File: src/rtl/exu_dispatch_queue.sv
// In-order dispatch queue between decode and the execution units.
// Buffers decoded ops, issues the head to the channel selected by its group,
// tracks outstanding (issued but uncommitted) ops and holds SYS-class ops
// until everything in flight has committed.
module exu_dispatch_queue #(
  parameter int unsigned DEPTH     = 4,
  parameter int unsigned NUM_FU    = 6,
  parameter int unsigned GRP_W     = 3,
  parameter int unsigned INFO_W    = 32,
  parameter int unsigned XLEN      = 32,
  parameter int unsigned SER_GRP   = 5,
  parameter int unsigned MAX_OUTST = 8,
  localparam int unsigned PTR_W    = (DEPTH > 1) ? $clog2(DEPTH) : 1,
  localparam int unsigned CNT_W    = $clog2(DEPTH + 1),
  localparam int unsigned OUT_W    = $clog2(MAX_OUTST + 1)
) (
  input  logic              clk,
  input  logic              rst,
  input  logic              flush_i,
  input  logic              dec_valid_i,
  output logic              dec_ready_o,
  input  logic [GRP_W-1:0]  dec_grp_i,
  input  logic [INFO_W-1:0] dec_info_i,
  input  logic [XLEN-1:0]   dec_op1_i,
  input  logic [XLEN-1:0]   dec_op2_i,
  input  logic [XLEN-1:0]   dec_imm_i,
  input  logic [XLEN-1:0]   dec_pc_i,
  output logic [NUM_FU-1:0] fu_valid_o,
  input  logic [NUM_FU-1:0] fu_ready_i,
  output logic [INFO_W-1:0] disp_info_o,
  output logic [XLEN-1:0]   disp_op1_o,
  output logic [XLEN-1:0]   disp_op2_o,
  output logic [XLEN-1:0]   disp_imm_o,
  output logic [XLEN-1:0]   disp_pc_o,
  input  logic              commit_i,
  output logic              illegal_o,
  output logic [OUT_W-1:0]  outst_cnt_o,
  output logic              empty_o
);

  // Payload storage
  logic [GRP_W-1:0]  grp_mem  [DEPTH];
  logic [INFO_W-1:0] info_mem [DEPTH];
  logic [XLEN-1:0]   op1_mem  [DEPTH];
  logic [XLEN-1:0]   op2_mem  [DEPTH];
  logic [XLEN-1:0]   imm_mem  [DEPTH];
  logic [XLEN-1:0]   pc_mem   [DEPTH];

  logic [PTR_W-1:0] wr_ptr_q, rd_ptr_q;
  logic [CNT_W-1:0] cnt_q;
  logic [OUT_W-1:0] outst_q;

  logic [GRP_W-1:0] head_grp;
  logic             head_vld;
  logic             head_ill;
  logic             blocked;
  logic             issue_vld;
  logic             issue_hs;
  logic             push;
  logic             pop;

  assign head_grp = grp_mem[rd_ptr_q];
  assign head_vld = (cnt_q != '0);
  assign head_ill = head_vld && (32'(head_grp) >= NUM_FU);

  // SYS-class ops wait for an empty pipeline; everything waits at the outstanding cap.
  assign blocked  = (outst_q == OUT_W'(MAX_OUTST)) ||
                    ((32'(head_grp) == SER_GRP) && (outst_q != '0));

  assign issue_vld = head_vld && !head_ill && !blocked && !flush_i;

  // Decode the head group into a one-hot channel valid
  always_comb begin
    fu_valid_o = '0;
    for (int i = 0; i < NUM_FU; i++) begin
      fu_valid_o[i] = issue_vld && (32'(head_grp) == i);
    end
  end

  assign issue_hs  = |(fu_valid_o & fu_ready_i);
  assign illegal_o = head_ill && !flush_i;
  assign pop       = issue_hs || illegal_o;

  // Ready is held low while reset is asserted, hence the direct use of rst.
  assign dec_ready_o = rst && (cnt_q < CNT_W'(DEPTH)) && !flush_i;
  assign push        = dec_valid_i && dec_ready_o;

  // Payload is zeroed whenever nothing is being offered to a unit
  always_comb begin
    disp_info_o = '0;
    disp_op1_o  = '0;
    disp_op2_o  = '0;
    disp_imm_o  = '0;
    disp_pc_o   = '0;
    if (issue_vld) begin
      disp_info_o = info_mem[rd_ptr_q];
      disp_op1_o  = op1_mem[rd_ptr_q];
      disp_op2_o  = op2_mem[rd_ptr_q];
      disp_imm_o  = imm_mem[rd_ptr_q];
      disp_pc_o   = pc_mem[rd_ptr_q];
    end
  end

  assign outst_cnt_o = outst_q;
  assign empty_o     = (cnt_q == '0);

  // Write accepted decode payload into the tail slot
  always_ff @(posedge clk) begin
    if (push) begin
      grp_mem[wr_ptr_q]  <= dec_grp_i;
      info_mem[wr_ptr_q] <= dec_info_i;
      op1_mem[wr_ptr_q]  <= dec_op1_i;
      op2_mem[wr_ptr_q]  <= dec_op2_i;
      imm_mem[wr_ptr_q]  <= dec_imm_i;
      pc_mem[wr_ptr_q]   <= dec_pc_i;
    end
  end

  // Pointer and occupancy bookkeeping; flush discards all buffered entries
  always_ff @(posedge clk or negedge rst) begin
    if (!rst) begin
      wr_ptr_q <= '0;
      rd_ptr_q <= '0;
      cnt_q    <= '0;
    end else if (flush_i) begin
      wr_ptr_q <= '0;
      rd_ptr_q <= '0;
      cnt_q    <= '0;
    end else begin
      if (push) wr_ptr_q <= wr_ptr_q + PTR_W'(1);
      if (pop)  rd_ptr_q <= rd_ptr_q + PTR_W'(1);
      unique case ({push, pop})
        2'b10:   cnt_q <= cnt_q + CNT_W'(1);
        2'b01:   cnt_q <= cnt_q - CNT_W'(1);
        default: cnt_q <= cnt_q;
      endcase
    end
  end

  // Outstanding-op counter; survives flush since issued ops still commit
  always_ff @(posedge clk or negedge rst) begin
    if (!rst) begin
      outst_q <= '0;
    end else if (issue_hs && !commit_i) begin
      outst_q <= outst_q + OUT_W'(1);
    end else if (!issue_hs && commit_i && (outst_q != '0)) begin
      outst_q <= outst_q - OUT_W'(1);
    end
  end

endmodule

File: config.mk
export PLATFORM = sky130hd
export DESIGN_NAME = exu_dispatch_queue
export DESIGN_NICKNAME = d
export VERILOG_FILES = /design/src/rtl/exu_dispatch_queue.sv
export SDC_FILE = /design/constraint.sdc
export NUM_CORES = 1
export LEC_CHECK = 0
export CAP_MARGIN = 20
export CORE_AREA = 2 2 211 213
export CTS_CLUSTER_DIAMETER = 100
export CTS_CLUSTER_SIZE = 20
export DETAILED_ROUTE_END_ITERATION = 8
export DIE_AREA = 0 0 213 215
export PLACE_DENSITY_LB_ADDON = 0.1
export SYNTH_ARGS = -nofsm -noshare
export SYNTH_HDL_FRONTEND = slang
export SYNTH_SLANG_ARGS = --single-unit
File: constraint.sdc
create_clock -name clk -period 9.4 [get_ports clk]
set_clock_uncertainty 0.1 [all_clocks]
set_input_delay 0.94 -clock clk [delete_from_list [all_inputs] [get_ports clk]]
set_output_delay 0.94 -clock clk [all_outputs]
set_load 0.05 [all_outputs]
# Word level (Yosys, flattened, before mapping)
# Memories as Yosys holds them, arrays and structs flattened.
# Cells that the tools add are included.
word_totals:
  register_bits: 11
  ramBits: 652
  input_bits: 174
  n_memories: 6
op_classes:
  addsub: 6
  order_cmp: 2
  n_eq_ne: 8
  n_mux: 15
  bitwise_logic: 1
  reduce_logical: 34
mem_list:
  columns: ["memory", "depth", "width", "read_ports", "rd_ports_with_merged_regs", "write_ports", "line_no", "rtl"]
  rows:
  - ["imm_mem", 4, 32, 1, 0, 1, "46", "logic [XLEN-1:0] imm_mem [DEPTH];"]
  - ["info_mem", 4, 32, 1, 0, 1, "43", "logic [INFO_W-1:0] info_mem [DEPTH];"]
  - ["op1_mem", 4, 32, 1, 0, 1, "44", "logic [XLEN-1:0] op1_mem [DEPTH];"]
  - ["op2_mem", 4, 32, 1, 0, 1, "45", "logic [XLEN-1:0] op2_mem [DEPTH];"]
  - ["pc_mem", 4, 32, 1, 0, 1, "47", "logic [XLEN-1:0] pc_mem [DEPTH];"]
  - ["grp_mem", 4, 3, 1, 0, 1, "42", "logic [GRP_W-1:0] grp_mem [DEPTH];"]
op_table:
  columns: ["operator", "count"]
  rows:
  - ["$mux W32", 5]
  - ["$logic_and A1 B1 Y1", 18]
  - ["$mux W2", 4]
  - ["$mux W4", 2]
  - ["$and A6 B6 Y6", 1]
  - ["$eq A3 B2 Y1 const B", 2]
  - ["$eq A3 B3 Y1 const B", 2]
  - ["$logic_not A3 Y1", 2]
  - ["$pmux W3 S2", 1]
  - ["$reduce_bool A2 Y1", 3]
  - ["$reduce_bool A3 Y1", 2]
  - ["$reduce_or A6 Y1", 1]
  - ["$logic_not A1 Y1", 5]
  - ["$add A2 B1 Y2 const B", 2]
  - ["$add A4 B1 Y4 const B", 1]
  - ["$eq A4 B4 Y1 const B", 1]
  - ["$reduce_bool A4 Y1", 1]
  - ["$sub A4 B1 Y4 const B", 1]
  - ["$add A3 B1 Y3 const B", 1]
  - ["$eq A3 B1 Y1 const B", 1]
  - ["$ge A3 B3 Y1 const B", 1]
  - ["$lt A3 B3 Y1 const B", 1]
  - ["$mux W3", 1]
  - ["$sub A3 B1 Y3 const B", 1]
  - ["other kinds (4)", 6]

# Logic depth before layout (Yosys ltp)
# Gate-level depths: netlist (run 1).
# An unclocked memory read counts as a cell.
logic_depth:
  depth_word: 15
  depth_mapped: 12
  depth_no_buf: 11

# Worst setup path before layout (run 1)
# No wires, ideal clock.
synth_timing:
  path_kind: "input -> register"
  startpoint: "input flush_i"
  endpoint: "memory grp_mem[0][0] (enable)"
  setup_ns: 0.544
  arrival_time_ns: 5.229
  t_required_ns: 8.756
  setup_slack_ns: 3.527
  path_stages: 4
  path_cell_list: "clkbuf_1 inv_1 clkbuf_1 and3_1"
synth_between:
  elab_chain_cells: 5
synth_rtl:
  columns: ["item", "line_no", "rtl"]
  rows:
  - ["from (decl)", "19", "input logic flush_i,"]
  - ["$logic_not A1 Y1", "85", "assign dec_ready_o = rst && (cnt_q < CNT_W'(DEPTH)) && !flush_i;"]
  - ["$logic_and A1 B1 Y1", "85", null]
  - ["$logic_and A1 B1 Y1", "86", "assign push = dec_valid_i && dec_ready_o;"]
  - ["$mux W1", "109", "if (push) begin"]
  - ["$mux W1 (implied by the code)", "110", "grp_mem[wr_ptr_q] <= dec_grp_i;"]
  - ["to (decl)", "42", null]
# No other way between the ends.

# Worst setup path after layout (run 1)
layout_timing:
  startpoint: "register rd_ptr_q[0]"
  endpoint: "output disp_imm_o[19]"
layout_between:
  elab_chain_cells: 8
  elab_cells_between_ends: 13
  classes_between: "order compare: 1; eq/ne: 1; mux: 1; reduce/logical: 8; memory: 2"
layout_rtl:
  columns: ["item", "line_no", "rtl"]
  rows:
  - ["from (decl)", "49", "logic [PTR_W-1:0] wr_ptr_q, rd_ptr_q;"]
  - ["from (signal assigned)", "131", "if (pop) rd_ptr_q <= rd_ptr_q + PTR_W'(1);"]
  - ["$mem_v2 Z4 W3", null, null]
  - ["$ge A3 B3 Y1 / $eq A3 B3 Y1 (equally long branches)", "64, 68", null]
  - ["$logic_and A1 B1 Y1 (on tied branches)", "64, 68", null]
  - ["$logic_not A1 Y1 / $logic_or A1 B1 Y1 (equally long branches)", "70, 67", null]
  - ["$logic_and A1 B1 Y1 / $logic_not A1 Y1 (equally long branches)", "70", "assign issue_vld = head_vld && !head_ill && !blocked && !flush_i;"]
  - ["$logic_and A1 B1 Y1 (2 in a row)", "70", null]
  - ["$mux W32 *", "95", "if (issue_vld) begin"]
  - ["to (decl)", "33", "output logic [XLEN-1:0] disp_imm_o,"]
# Mark *: on every way between the ends. The rest lies on a longest branch, timed or not.

==> metrics.md, run 1 <==
| Metric | Value |
|---|---|
| Root buf cell | clkbuf_16 |
| Maximum capacitance violations | 0 |
| Slew Limit Fails | 0 |
| Number of global-route vias before repair | 12427 |
| Die Width | 213 um |
| CTS tree | done |
| Post-synth top cells | edfxtp_1 (652), mux4_2 (163), nor2b_1 (160), clkbuf_1 (55), dfrtp_1 (11) |
| Final min period | 5.77 ns |
| Synth top area share | 77.0% |
| Remaining Overflow, GRT | 0 |
| Area after DPL | 29600 um^2 |
| Hold buffers post-CTS | 0 |
| Synth area leader | edfxtp_1 |
| Status | complete, no violations |
| Initial antenna violation count | 9 |
| Starting Density | 58.3% |
| Layout Cells excl Fill | 2078 |
| Worst hold path startpoint | outst_cnt_o[3] |
| Final Instance Area | 30700 um^2 |
| DRT Pass-1 Iters | 5 |
| Largest net degree at the start of global routing | 67 |
| IO Port Bufs | 346 |
| Number of core rows | 77 |
| Fraction of registers with async set/reset | 1.66% |
| Reg2Reg Depth | 11 |
| VDD IR max | 0.199 mV |
| Worst r2r src | rd_ptr_q[0] |
| Leakage | 9.33 nW |
| # Post-CTS Setup Buffers | 0 |
| Slew of the pin with the lowest slew margin | 1.04 ns |
| Final Hold Viols | 0 |
| Most common cell in the netlist | edfxtp_1 |
| CTS Buffer Depth | 3 |
| Worst r2r dst | outst_cnt_o[3] |
| Total Routing Usage GR | 22.9% |
| Die area | 45800 um^2 |
| GPL Wtd Cong | 0.763 |
| First-pass GRT wire length | 76500 um |
| R2r setup slk | 5.30 ns |
| Core Footprint | 43600 um^2 |
| I/O Pins | 347 |
| Syn. warnings | 0 |
| Setup TNS Final | 0 ns |
| Skew-Pair Late Insertion Delay | 0.57 ns |
| ANT nets after route | 0 |
| Yosys reg bits | 663 |
| WHS Endpoint | outst_cnt_o[3] |
| Crit Path Category | register to output port |
| Crit path required time | 8.36 ns |
| Syn_area_per_cell | 22.5 um^2 |
| Crit path capture type | output port |
| WL final | 51700 um |
| Mapped cell area | 25400 um^2 |
| Layout Utilization | 70.2% |
| Hold path cells | 1 |
| Vias per inst | 5.81 |
| Filler instances | 2684 |
| Hold crit path type | register to register |
| Final setup viols | 0 |
| Resize count post-CTS | 0 |
| RSZ-0062 raised after global routing | false |
| Post-route clock period utilization | 61.3% |
| Die Y | 215 um |
| Worst EP arrival | 4.73 ns |
| CTS Buf Count | 39 |
| CP max FO | 48 |
| Max Freq | 173 MHz |
| Layout area overhead | 20.5% |
| Main synth FF type | edfxtp_1 |
| DRT iter0 DRCs | 948 |
| Power per cell area | 221 nW/um^2 |
| Nets | 1658 |
| Hold slack | 0.468 ns |
| HPWL after detailed placement | 31100 um |
| Clock transition at path regs | 0.08 ns |
| Yosys cell types | 44 |
| Wire length per cell | 24.9 um |
| DRC viols | 0 |
| Total number of vias | 12069 |
| Number of synthesized flops with an enable pin | 652 |
| Worst setup margin | 3.63 ns |
| Syn_nets | 1312 |
| Cell count after synthesis | 1130 |
| Tot Pwr | 6.77 mW |
| H-Tree Depth | 2 |
| Register area share after synthesis | 78.1% |
| Placed cells | 2027 |
| DP Worst Slack | 4.01 ns |
| Fraction of layout cells with a size suffix above 1 | 15.9% |
| Relative slew slack | 30.6% |
| Synth top area cells | edfxtp_1 (77%), mux4_2 (14%), nor2b_1 (3.9%) |
| CP Launch Type | register |
| CTS Sinks | 663 |
-- layer usage --
metal  GRT usage (%)  share of wire (%)  vias up
met3            5.25                7.1       54
li1                -                  -     5279
met1            32.6                 41     6358
met5               0               0.13        -
met2            36.5                 50      368
met4            5.57                1.6       10
-- how the worst max path moves through the flow --
stage / from / to / slack (ns) / cells past startpoint
final: rd_ptr_q[0] / disp_imm_o[19] / 3.63 / 5
after detailed placement: flush_i / disp_op1_o[1] / 4.01 / 7
after global placement: rd_ptr_q[1] / disp_op1_o[1] / 3.87 / 6
after floorplan: flush_i / grp_mem[0][0] / 3.53 / 4
after global routing: rd_ptr_q[0] / disp_imm_o[18] / 3.16 / 5
after CTS: rd_ptr_q[0] / disp_imm_o[19] / 3.39 / 5
-- cells in the final DEF, fill, tap and decap left out, drive strengths merged, types with 3 or more instances in the layout --
master | netlist | layout
edfxtp | 652 | 652
mux4 | 163 | 163
and3 | 6 | 6
dfrtp | 11 | 11
buf | 2 | 16
clkbuf | 55 | 48
a21oi | 6 | 6
nand2 | 6 | 6
mux2i | 5 | 5
clkdlybuf4s50 | 0 | 346
ha | 6 | 6
xnor2 | 3 | 3
nor2b | 160 | 160
nor2 | 8 | 8
mux2 | 3 | 3
inv | 7 | 8
nor3 | 4 | 4
o21ai | 3 | 3
-- worst max-delay path, cell delays in order (launching register included) --
cell and delay, ns:
dfrtp_4 0.93, buf_4 0.77, buf_4 0.87, mux4_2 0.66, nor2b_1 0.16, clkdlybuf4s50_1 0.73
-- layout make-up --
type                            instances  area, um^2  share of cell area [%]
Clock inverter                          1        20.0                  0.0653
Clock buffer                           48        1050                    3.43
Tap cell                              592         741                    2.42
Sequential cell                       663       19900                    64.8
Timing Repair Buffer                  362        3600                    11.7
Antenna cell                            2        5.00                  0.0163
Inverter                                7        26.3                  0.0857
Multi-Input combinational cell        403        5360                    17.5
-- registers in the layout (all words and copies together), names as in the netlist --
name	flops
cnt_q	3
outst_cnt_o	4
op2_mem	128
imm_mem	128
pc_mem	128
rd_ptr_q	2
grp_mem	12
op1_mem	128
info_mem	128
wr_ptr_q	2
-- report_power, final --
group	internal (mW)	leakage (nW)	switching, mW
clock	0.792	0.523	0.879
sequential	3.33	6.03	0.0750
combinational	0.733	2.78	0.961
total	4.86	9.33	1.92
-- logic make-up (layout without fill, tap and decap cells) --
kind of cell / count (synthesis) / in the layout / share of synthesized area [%]
AO/OA/AOI/OAI: 17 / 17 / 0.590
other: 0 / 2 / 0
AND/OR/NAND/NOR: 201 / 201 / 4.84
adder cells (fa/ha/maj): 8 / 8 / 0.453
buffers and inverters: 64 / 418 / 1.00
flip-flops: 663 / 663 / 78.1
XOR/XNOR: 6 / 6 / 0.261
multiplexers: 171 / 171 / 14.8
No activity file was read; power rests on OpenSTA's default activity.
==> run 2, diff against run 1 <==
- CORE_AREA: 2 2 211 213 -> 2 2 219 221
- DIE_AREA: 0 0 213 215 -> 0 0 221 223
- clock period: 9.4 -> 5.5 ns (I/O delays scaled with it)
==> run 2 against run 1 <==
  * Largest cell class unchanged
  * Count of clock-buffer cells in the layout fell by 3
  * Sequential cell count did not move
  * Critical path depth rose by 1
  * Final cell count rose by 1.4%
  * Global-route usage fell by 2.3 points
  * First-iteration DRC count rose by 3.3%
  * Clock power rose by 67%
==> metrics.md, run 2 (synthesis gave the netlist of run 1 again) <==
| Metric | Value |
|---|---|
| Hold crit path type | primary input to asynchronous set/reset pin |
| Crit path required time | 4.85 ns (-3.51 ns) |
| Wire length per cell | 24.0 um (-3.6%) |
| Post-route clock period utilization | 84.8% |
| Reg2Reg Depth | 11 (unchanged) |
| IO Port Bufs | 346 (unchanged) |
| Max Freq | 215 MHz |
| Crit-path leading delay family | buffers and inverters |
| Clock transition at path regs | 0.09 ns (about the same) |
| # Post-CTS Setup Buffers | 0 (unchanged) |
| Slowest-stage cell, CP | clkdlybuf4s50_1 |
| Fraction of layout cells with a size suffix above 1 | 16.1% (+0.24 points) |
| Area after DPL | 29700 um^2 (+0.48%) |
| Hold buffers post-CTS | 0 (unchanged) |
| Final Hold Viols | 0 (unchanged) |
| ANT nets after route | 0 (unchanged) |
| Worst setup margin | 0.838 ns (-2.80 ns) |
| Layout Cells excl Fill | 2108 (+1.4%) |
| Final min period | 4.66 ns |
| Die Y | 223 um (+3.7%) |
| Placed cells | 2055 (+1.4%) |
| Core Footprint | 47100 um^2 (+8.0%) |
| CP Launch Type | register |
| DP Worst Slack | 1.20 ns (-2.81 ns) |
| Final setup viols | 0 (unchanged) |
| CTS Buffer Depth | 3 (unchanged) |
| Power per cell area | 374 nW/um^2 (+69%) |
| Skew-Pair Late Insertion Delay | 0.56 ns (about the same) |
| Status | complete, no violations |
| Max stage delay on crit path | 0.86 ns (-0.07 ns) |
| Maximum capacitance violations | 0 (unchanged) |
| Total number of vias | 11977 (-0.76%) |
| GPL Wtd Cong | 0.738 (-3.2%) |
| Setup TNS Final | 0 ns (unchanged) |
| Crit path capture type | output port |
| Layout area overhead | 21.0% |
| Crit Path Category | register to output port |
| Nets | 1663 (+0.30%) |
| Starting Density | 53.9% (-4.3 points) |
| HPWL after detailed placement | 31100 um (about the same) |
| CTS Buf Count | 39 (unchanged) |
| CTS Sinks | 663 (unchanged) |
| CP max FO | 85 (+77%) |
| Layout Utilization | 65.3% (-5.0 points) |
| First-pass GRT wire length | 76300 um (-0.20%) |
| Relative slew slack | 31.7% (+1.1 points) |
| WL final | 50500 um (-2.2%) |
| Initial antenna violation count | 13 (+4) |
| VDD IR max | 0.344 mV (+73%) |
| Commonest non-fill, non-tap cell in the layout | edfxtp_1 |
| Resize count post-CTS | 0 (unchanged) |
| DRT Pass-1 Iters | 5 (unchanged) |
| DRC viols | 0 (unchanged) |
| DRT iter0 DRCs | 979 (+3.3%) |
| Die Width | 221 um (+3.8%) |
| Total Routing Usage GR | 20.6% (-2.3 points) |
| Critical path depth | 6 (+1) |
| Slew of the pin with the lowest slew margin | 1.02 ns (-0.0170 ns) |
| Vias per inst | 5.68 (-2.2%) |
| Hold slack | 0.189 ns (-0.279 ns) |
| Largest net degree at the start of global routing | 92 (+37%) |
| CTS tree | done |
| RSZ-0062 raised after global routing | false |
| Tot Pwr | 11.5 mW (+70%) |
| Die area | 49300 um^2 (+7.6%) |
| Final Instance Area | 30800 um^2 (+0.35%) |
| Root buf cell | clkbuf_16 |
| Commonest cells after routing, fill and taps aside | edfxtp_1 (652), clkdlybuf4s50_1 (346), mux4_2 (163) |
| Worst path cell trace | mux4_2, a21oi_1, o21ai_4, buf_4, nor2b_1, clkdlybuf4s50_1 |
| Leakage | 9.35 nW (+0.21%) |
| Number of global-route vias before repair | 12271 (-1.3%) |
| H-Tree Depth | 2 (unchanged) |
| Remaining Overflow, GRT | 0 (unchanged) |
| CP bufs+invs | 2 (-1) |
| Worst EP arrival | 4.01 ns (-0.72 ns) |
| Slew Limit Fails | 0 (unchanged) |
| Number of core rows | 80 (+3.9%) |
| I/O Pins | 347 (unchanged) |
[run 2: cell count changes in the layout (fill, tap and decap cells not counted), sizes merged]
| cell | before | now |
|---|---|---|
| clkbuf | 48 | 45 |
| buf | 16 | 21 |
| inv | 8 | 9 |
| diode | 2 | 6 |
[run 2: layout make-up]
cell class / instances / area [um^2]
Clock buffer: 45 / 998
Timing Repair Buffer: 367 / 3710
Antenna cell: 6 / 15.0
Sequential cell: 663 / 19900
Clock inverter: 2 / 28.8
Inverter: 7 / 26.3
Tap cell: 615 / 769
Fill cell: 3172 / 16400
Multi-Input combinational cell: 403 / 5360
[run 2: final timing paths]
| check | startpoint | end | slack, ns |
|---|---|---|---|
| setup / recovery | rd_ptr_q[1] | disp_op1_o[30] | 0.84 |
| hold / removal | rst | rd_ptr_q[1] | 0.19 |
| setup reg to reg | rd_ptr_q[1] | outst_cnt_o[3] | 1.69 |
| hold reg to reg | outst_cnt_o[3] | outst_cnt_o[3] | 0.46 |
| max in group asynchronous | rst | rd_ptr_q[0] | 4.92 |
| min in group clk | outst_cnt_o[3] | outst_cnt_o[3] | 0.46 |
[run 2: per-layer routing]
layer  vias up  share of wire [%]  track usage (%)
met1      6282                 43             29.5
met5         -               0.14                0
met4        10                1.5             4.61
met3        61                6.4             4.85
met2       339                 49             32.8
li1       5285                  -                -
[run 2: worst reg2reg max path: cells and delay by family (launching register included)]
| family | cells | cell delay [ns] |
|---|---|---|
| simple gates | 2 | 0.46 |
| compound gates | 4 | 0.97 |
| fa+ha+maj | 1 | 0.29 |
| mux | 4 | 1.10 |
| flops | 1 | 0.82 |
[run 2: power by group]
group / internal, mW / total, mW / switching [mW] / leakage (nW)
clock: 1.30 / 2.79 / 1.49 / 0.502
sequential: 5.70 / 5.78 / 0.0787 / 6.03
combinational: 1.26 / 2.95 / 1.69 / 2.82
total: 8.25 / 11.5 / 3.27 / 9.35
